`src/rtl/console_pkg.sv`:
```
// rtl/console_pkg.sv - shared console constants and the ROM arbiter tag type
package console_pkg;

  localparam logic PORT_PPU = 1'b0;
  localparam logic PORT_SM  = 1'b1;

  localparam int ROM_ADDR_W   = 16;
  localparam int ROM_DATA_W   = 16;
  localparam int ROM_LAT_DFLT = 2;

  typedef struct packed {
    logic valid;
    logic id;
  } tag_t;

endpackage

```
`src/rtl/rom_arbiter_if.sv`:
```
// rtl/rom_arbiter_if.sv - requester and ROM signals of the sprite ROM arbiter
interface rom_arbiter_if #(
  parameter int ADDR_W = 16,
  parameter int DATA_W = 16
);
  logic              req0;
  logic [ADDR_W-1:0] addr0;
  logic              gnt0;
  logic              rvalid0;
  logic [DATA_W-1:0] rdata0;
  logic              req1;
  logic [ADDR_W-1:0] addr1;
  logic              gnt1;
  logic              rvalid1;
  logic [DATA_W-1:0] rdata1;
  logic              rom_rd;
  logic [ADDR_W-1:0] rom_addr;
  logic [DATA_W-1:0] rom_data;

  // slave is the arbiter, master is the ppu/statemachine/ROM side
  modport slave (
    input  req0, addr0, req1, addr1, rom_data,
    output gnt0, rvalid0, rdata0, gnt1, rvalid1, rdata1, rom_rd, rom_addr
  );

  modport master (
    output req0, addr0, req1, addr1, rom_data,
    input  gnt0, rvalid0, rdata0, gnt1, rvalid1, rdata1, rom_rd, rom_addr
  );
endinterface

```
`src/rtl/rom_arbiter_tag_pipe.sv`:
```
// rtl/rom_arbiter_tag_pipe.sv - rom_tag_pipe: latency-matched {valid,id} shift register
module rom_tag_pipe
  import console_pkg::*;
#(
  parameter int DEPTH = ROM_LAT_DFLT
) (
  input  logic clock,
  input  logic reset,
  input  tag_t tag_i,
  output tag_t tail_o
);

  tag_t stage_q [DEPTH];

  always_ff @(posedge clock or posedge reset) begin
    if (reset) begin
      for (int i = 0; i < DEPTH; i++) stage_q[i] <= '0;
    end else begin
      stage_q[0] <= tag_i;
      for (int i = 1; i < DEPTH; i++) stage_q[i] <= stage_q[i-1];
    end
  end

  assign tail_o = stage_q[DEPTH-1];

endmodule

```
`src/rtl/rom_arbiter.sv`:
```
// rtl/rom_arbiter.sv - two-port sprite ROM arbiter, port 0 priority with port 1 starvation guard
// Optional debug grant/forced counters under ROM_ARBITER_STATS_EN.
module rom_arbiter
  import console_pkg::*;
#(
  parameter int ADDR_W   = ROM_ADDR_W,
  parameter int DATA_W   = ROM_DATA_W,
  parameter int ROM_LAT  = ROM_LAT_DFLT,
  parameter int MAX_WAIT = 8
) (
  input  logic            clock,
  input  logic            reset,
  rom_arbiter_if.slave    bus
`ifdef ROM_ARBITER_STATS_EN
  ,
  output logic [31:0]     grant_cnt0,
  output logic [31:0]     grant_cnt1,
  output logic [15:0]     forced_cnt
`endif
);

  localparam logic [7:0] MAX_WAIT_C = 8'(MAX_WAIT);

  logic              forced;
  logic              gnt0;
  logic              gnt1;
  logic [ADDR_W-1:0] rom_addr;
  logic [7:0]        wait_cnt_q, wait_cnt_d;
  tag_t              tag_in;
  tag_t              tail;

  logic              rvalid0_q, rvalid1_q;
  logic [DATA_W-1:0] rdata0_q, rdata1_q;

  always_comb begin
    forced   = bus.req1 && (wait_cnt_q >= MAX_WAIT_C);
    gnt0     = 1'b0;
    gnt1     = 1'b0;
    rom_addr = '0;
    if (forced) begin
      gnt1     = 1'b1;
      rom_addr = bus.addr1;
    end else if (bus.req0) begin
      gnt0     = 1'b1;
      rom_addr = bus.addr0;
    end else if (bus.req1) begin
      gnt1     = 1'b1;
      rom_addr = bus.addr1;
    end
  end

  always_comb begin
    wait_cnt_d = wait_cnt_q;
    if (gnt1 || !bus.req1) wait_cnt_d = '0;
    else if (wait_cnt_q != 8'hFF) wait_cnt_d = wait_cnt_q + 8'd1;
  end

  assign tag_in.valid = gnt0 || gnt1;
  assign tag_in.id    = gnt1 ? PORT_SM : PORT_PPU;

  rom_tag_pipe #(.DEPTH(ROM_LAT)) u_tag_pipe (
    .clock  (clock),
    .reset  (reset),
    .tag_i  (tag_in),
    .tail_o (tail)
  );

  // the tail entry names the port that owns this cycle's rom_data
  always_ff @(posedge clock or posedge reset) begin
    if (reset) begin
      wait_cnt_q <= '0;
      rvalid0_q  <= 1'b0;
      rvalid1_q  <= 1'b0;
      rdata0_q   <= '0;
      rdata1_q   <= '0;
    end else begin
      wait_cnt_q <= wait_cnt_d;
      rvalid0_q  <= tail.valid && (tail.id == PORT_PPU);
      rvalid1_q  <= tail.valid && (tail.id == PORT_SM);
      if (tail.valid && (tail.id == PORT_PPU)) rdata0_q <= bus.rom_data;
      if (tail.valid && (tail.id == PORT_SM))  rdata1_q <= bus.rom_data;
    end
  end

  assign bus.gnt0     = gnt0;
  assign bus.gnt1     = gnt1;
  assign bus.rom_rd   = gnt0 || gnt1;
  assign bus.rom_addr = rom_addr;
  assign bus.rvalid0  = rvalid0_q;
  assign bus.rvalid1  = rvalid1_q;
  assign bus.rdata0   = rdata0_q;
  assign bus.rdata1   = rdata1_q;

`ifdef ROM_ARBITER_STATS_EN
  logic [31:0] grant_cnt0_q, grant_cnt1_q;
  logic [15:0] forced_cnt_q;

  always_ff @(posedge clock or posedge reset) begin
    if (reset) begin
      grant_cnt0_q <= '0;
      grant_cnt1_q <= '0;
      forced_cnt_q <= '0;
    end else begin
      if (gnt0)   grant_cnt0_q <= grant_cnt0_q + 32'd1;
      if (gnt1)   grant_cnt1_q <= grant_cnt1_q + 32'd1;
      if (forced) forced_cnt_q <= forced_cnt_q + 16'd1;
    end
  end

  assign grant_cnt0 = grant_cnt0_q;
  assign grant_cnt1 = grant_cnt1_q;
  assign forced_cnt = forced_cnt_q;
`endif

endmodule

```
`src/flat_wrapper.sv`:
```
// flat-port wrapper written by rule: the top's interface ports become plain ports
module rom_arbiter_flat import console_pkg::*;
#(
  parameter int ADDR_W   = ROM_ADDR_W,
  parameter int DATA_W   = ROM_DATA_W,
  parameter int ROM_LAT  = ROM_LAT_DFLT,
  parameter int MAX_WAIT = 8
)
  (clock, reset, bus_req0, bus_addr0, bus_req1, bus_addr1, bus_rom_data, bus_gnt0, bus_rvalid0, bus_rdata0, bus_gnt1, bus_rvalid1, bus_rdata1, bus_rom_rd, bus_rom_addr);
  rom_arbiter_if #(.ADDR_W(ADDR_W), .DATA_W(DATA_W)) bus_i ();
  input  logic clock;
  input  logic reset;
  input wire logic [$bits(bus_i.req0)-1:0] bus_req0;
  input wire logic [$bits(bus_i.addr0)-1:0] bus_addr0;
  input wire logic [$bits(bus_i.req1)-1:0] bus_req1;
  input wire logic [$bits(bus_i.addr1)-1:0] bus_addr1;
  input wire logic [$bits(bus_i.rom_data)-1:0] bus_rom_data;
  output wire logic [$bits(bus_i.gnt0)-1:0] bus_gnt0;
  output wire logic [$bits(bus_i.rvalid0)-1:0] bus_rvalid0;
  output wire logic [$bits(bus_i.rdata0)-1:0] bus_rdata0;
  output wire logic [$bits(bus_i.gnt1)-1:0] bus_gnt1;
  output wire logic [$bits(bus_i.rvalid1)-1:0] bus_rvalid1;
  output wire logic [$bits(bus_i.rdata1)-1:0] bus_rdata1;
  output wire logic [$bits(bus_i.rom_rd)-1:0] bus_rom_rd;
  output wire logic [$bits(bus_i.rom_addr)-1:0] bus_rom_addr;
  assign bus_i.req0 = bus_req0;
  assign bus_i.addr0 = bus_addr0;
  assign bus_i.req1 = bus_req1;
  assign bus_i.addr1 = bus_addr1;
  assign bus_i.rom_data = bus_rom_data;
  assign bus_gnt0 = bus_i.gnt0;
  assign bus_rvalid0 = bus_i.rvalid0;
  assign bus_rdata0 = bus_i.rdata0;
  assign bus_gnt1 = bus_i.gnt1;
  assign bus_rvalid1 = bus_i.rvalid1;
  assign bus_rdata1 = bus_i.rdata1;
  assign bus_rom_rd = bus_i.rom_rd;
  assign bus_rom_addr = bus_i.rom_addr;
  rom_arbiter #(.ADDR_W(ADDR_W), .DATA_W(DATA_W), .ROM_LAT(ROM_LAT), .MAX_WAIT(MAX_WAIT)) u_core (.clock(clock), .reset(reset), .bus(bus_i));
endmodule
```
`config.mk`:
```
export PLATFORM = sky130hd
export DESIGN_NAME = rom_arbiter_flat
export DESIGN_NICKNAME = d
export VERILOG_FILES = /design/src/rtl/console_pkg.sv /design/src/rtl/rom_arbiter_if.sv /design/src/rtl/rom_arbiter_tag_pipe.sv /design/src/rtl/rom_arbiter.sv /design/src/flat_wrapper.sv
export SDC_FILE = /design/constraint.sdc
export NUM_CORES = 1
export LEC_CHECK = 0
export ABC_AREA = 0
export BUFFER_PORTS_ARGS = -buffer_cell sky130_fd_sc_hd__buf_2
export CORE_MARGIN = 2
export CORE_UTILIZATION = 47
export DETAILED_ROUTE_END_ITERATION = 8
export PLACE_DENSITY = 0.82
export SYNTH_ARGS = -nofsm -noshare
export SYNTH_HDL_FRONTEND = slang
export SYNTH_SLANG_ARGS = --single-unit
```
`constraint.sdc`:
```
create_clock -name clock -period 3.2 [get_ports clock]
set_input_delay 0.64 -clock clock [delete_from_list [all_inputs] [get_ports clock]]
set_output_delay 0.64 -clock clock [all_outputs]
set_load 0.01 [all_outputs]
```
==> flow_summary.json <==
{
  "post_drt_via_cell_ratio": 4.98,
  "antenna_found_initial": 0,
  "die_w_um": 67.5,
  "reg2regPathDepth": 3,
  "rr_endpoint": "u_core.bus.rdata0[7]",
  "p_switching_w": 0.000329,
  "r2r_slack_ps": 1950,
  "grt_pass1_wl_um": 5460,
  "ys_warn_count": 0,
  "clk_transition_reported_paths_ps": 80,
  "critPathArrivalTime_ps": 1880,
  "routabilityCongestion": 0.813,
  "ctsResizeCount": 0,
  "intPower_w": 0.00102,
  "timing.setup.tns_ps": 0,
  "sw_frac_of_total": 0.245,
  "place.detailed.hpwl_um": 2890,
  "core-area_um2": 3940,
  "fin_area_um2": 2540,
  "maxCapViolations": 0,
  "synth_area_um2": 1890,
  "finalPower_w": 0.00135,
  "areaGrowthSynthToFinish_pct": 34.0,
  "finalHoldViolations": 0,
  "status": "finished clean",
  "drt_first_pass_iters": 4,
  "cts_root_buf": "clkbuf_8",
  "synth.distinct_cells": 24,
  "pin_count": 105,
  "synthCells": 125,
  "ir_worst_vdd_mv": 0.328,
  "p_clk_frac": 0.302,
  "std_cell_rows": 23,
  "min_to": "u_core.u_tag_pipe.tail_o[0]",
  "start_util": 0.480,
  "cp_max_fo": 18,
  "layout_common_cells": "buf_2 (104), dfrtp_1 (46), mux2_2 (31)",
  "grt_start_max_net_pins": 47,
  "fin_crit_sh": 0.788,
  "dp.cells": 277,
  "ctsHoldBuffers": 0,
  "ys_seq_area_frac": 0.608,
  "clock_path_buffers": 2,
  "finClkSkew_ps": 5.53,
  "cts_max_level": 2,
  "synth_top_area_share": 0.608,
  "relSlewSlack": 0.400,
  "end_kind": "output port",
  "vias": 1418,
  "final_cells": 285,
  "die_height_um": 67.5,
  "synth_top_area_cell": "dfrtp_1",
  "route.detailed.wl_per_inst_um": 13.2,
  "worst_ep_required_time_ps": 2560,
  "tightestPinTransition_ps": 898,
  "fillers": 313,
  "crit_type": "input pin to output port",
  "cts_made_buffers": 5,
  "grt-ovfl-total": 0,
  "place_area_um2": 2430,
  "clock.fmax_ghz": 0.397,
  "hold_class": "flop to flop",
  "synth.avg_cell_area_um2": 15.1,
  "grt_pass1_vias": 1287,
  "cts_tree": "yes",
  "drc": 0,
  "cts.sinks": 46,
  "clock_latency_ps": 290,
  "holdPathStages": 0,
  "slew_violations": 0,
  "portBuffers": 104,
  "hp-start": "u_core.u_tag_pipe.stage_q[2]",
  "r2r_start": "u_core.u_tag_pipe.tail_o[0]",
  "dieArea_um2": 4550,
  "rsz0062_at_grt": "no",
  "finalSetupViolCount": 0,
  "leakage_nw": 1.29,
  "layout_commonest_cell": "buf_2",
  "period_minus_slack_ps": 2520,
  "power_density_nw_per_um2": 531,
  "routed_wl_um": 3750,
  "grt_usage": 0.163,
  "p_comb_frac": 0.198,
  "seq_power_share": 0.500,
  "drive_above_1_share": 0.660,
  "worstSetupStartpointType": "input pin",
  "synth-seq-cells": 46,
  "fin_nets": 288,
  "num_antenna_cells": 0,
  "synth_area_leaders": "dfrtp_1 (61%), mux2_2 (18%), a22o_1 (4.6%), a22o_2 (3.7%), buf_6 (1.8%)",
  "drtIter0Drc": 64,
  "postCtsSetupRepairBufs": 0,
  "postRouteAntennaNets": 0
}
==> synthesized netlist by cell type (all sizes together) <==
cell	number
nand2	1
nor2	2
or2	1
a21oi	3
mux2	32
a31oi	1
and4	1
nor3	1
nand3	1
buf	6
conb	1
nand4	1
nor3b	1
xnor2	1
nor2b	1
a22o	17
inv	6
ha	2
dfrtp	46
==> per-layer routing <==
metal	vias up	part of all wire	global-route usage
met5	-	0	0
met4	0	0.0021	0.0383
met3	2	0.096	0.0567
met1	672	0.39	0.178
li1	658	-	-
met2	86	0.52	0.299
==> state kept, by name, indices dropped and copies added, names as in the netlist <==
register / cells
u_core.wait_cnt_q: 8
u_core.u_tag_pipe.tail_o: 2
u_core.bus.rvalid1: 1
u_core.bus.rdata1: 16
u_core.bus.rvalid0: 1
u_core.u_tag_pipe.stage_q: 2
u_core.bus.rdata0: 16
==> cells by family (layout without fill, tap and decap cells) <==
logic type               after synthesis  count (layout)  share of synthesized area
XOR/XNOR                               1               1                    0.00463
other                                  1               4                    0.00198
flip-flops                            46              46                      0.608
adder cells (fa/ha/maj)                2               2                     0.0132
AND/OR/NAND/NOR                       10              10                     0.0397
AO/OA/AOI/OAI                         21              21                     0.0965
multiplexers                          32              32                      0.190
buffers and inverters                 12             119                     0.0456
==> power by group through the flow <==
stage / registers, W / logic (W) / clock network [W]
floorplan: 0.000714 / 0.000123 / 0
global placement: 0.000681 / 0.000267 / 0
detailed placement: 0.000685 / 0.000271 / 0
CTS: 0.000674 / 0.000272 / 0.000421
global route: 0.000681 / 0.000293 / 0.000444
finish: 0.000673 / 0.000266 / 0.000407
==> per-stage QoR <==
stage	util	hold WS [ps]	worst slack, ps
2_1_floorplan	-	331	1110
3_3_place_gp	0.617	333	694
3_5_place_dp	0.617	336	688
4_1_cts	0.644	357	687
5_1_grt	0.644	362	539
6_report	0.644	355	679
==> critical path: stages <==
cell     delay, ps
buf_2          110
nor3b_4        150
a21oi_2        570
a22o_1         270
buf_2          130
==> final cells by class <==
cell class              count  area [µm²]  area share
clock buffers               7        76.3      0.0301
clock inverters             1        30.0      0.0118
inverters                   6        22.5     0.00888
multi-input cells          70         667       0.263
flip-flops and latches     46        1150       0.454
well taps                  50        62.6      0.0247
repair buffers            105         528       0.208
==> worst max path at each step <==
stage,end,cells after the start,from,slack (ps)
after floorplan,bus_rom_addr[10],5,bus_req0,1110
after CTS,bus_rom_addr[10],5,bus_req0,690
final,bus_rom_addr[10],5,bus_req0,680
after global placement,bus_rom_addr[10],5,bus_req0,690
after global routing,bus_rom_addr[10],4,u_core.wait_cnt_q[3],540
after detailed placement,bus_rom_addr[10],5,bus_req0,690
No activity file was read; power rests on OpenSTA's default activity.
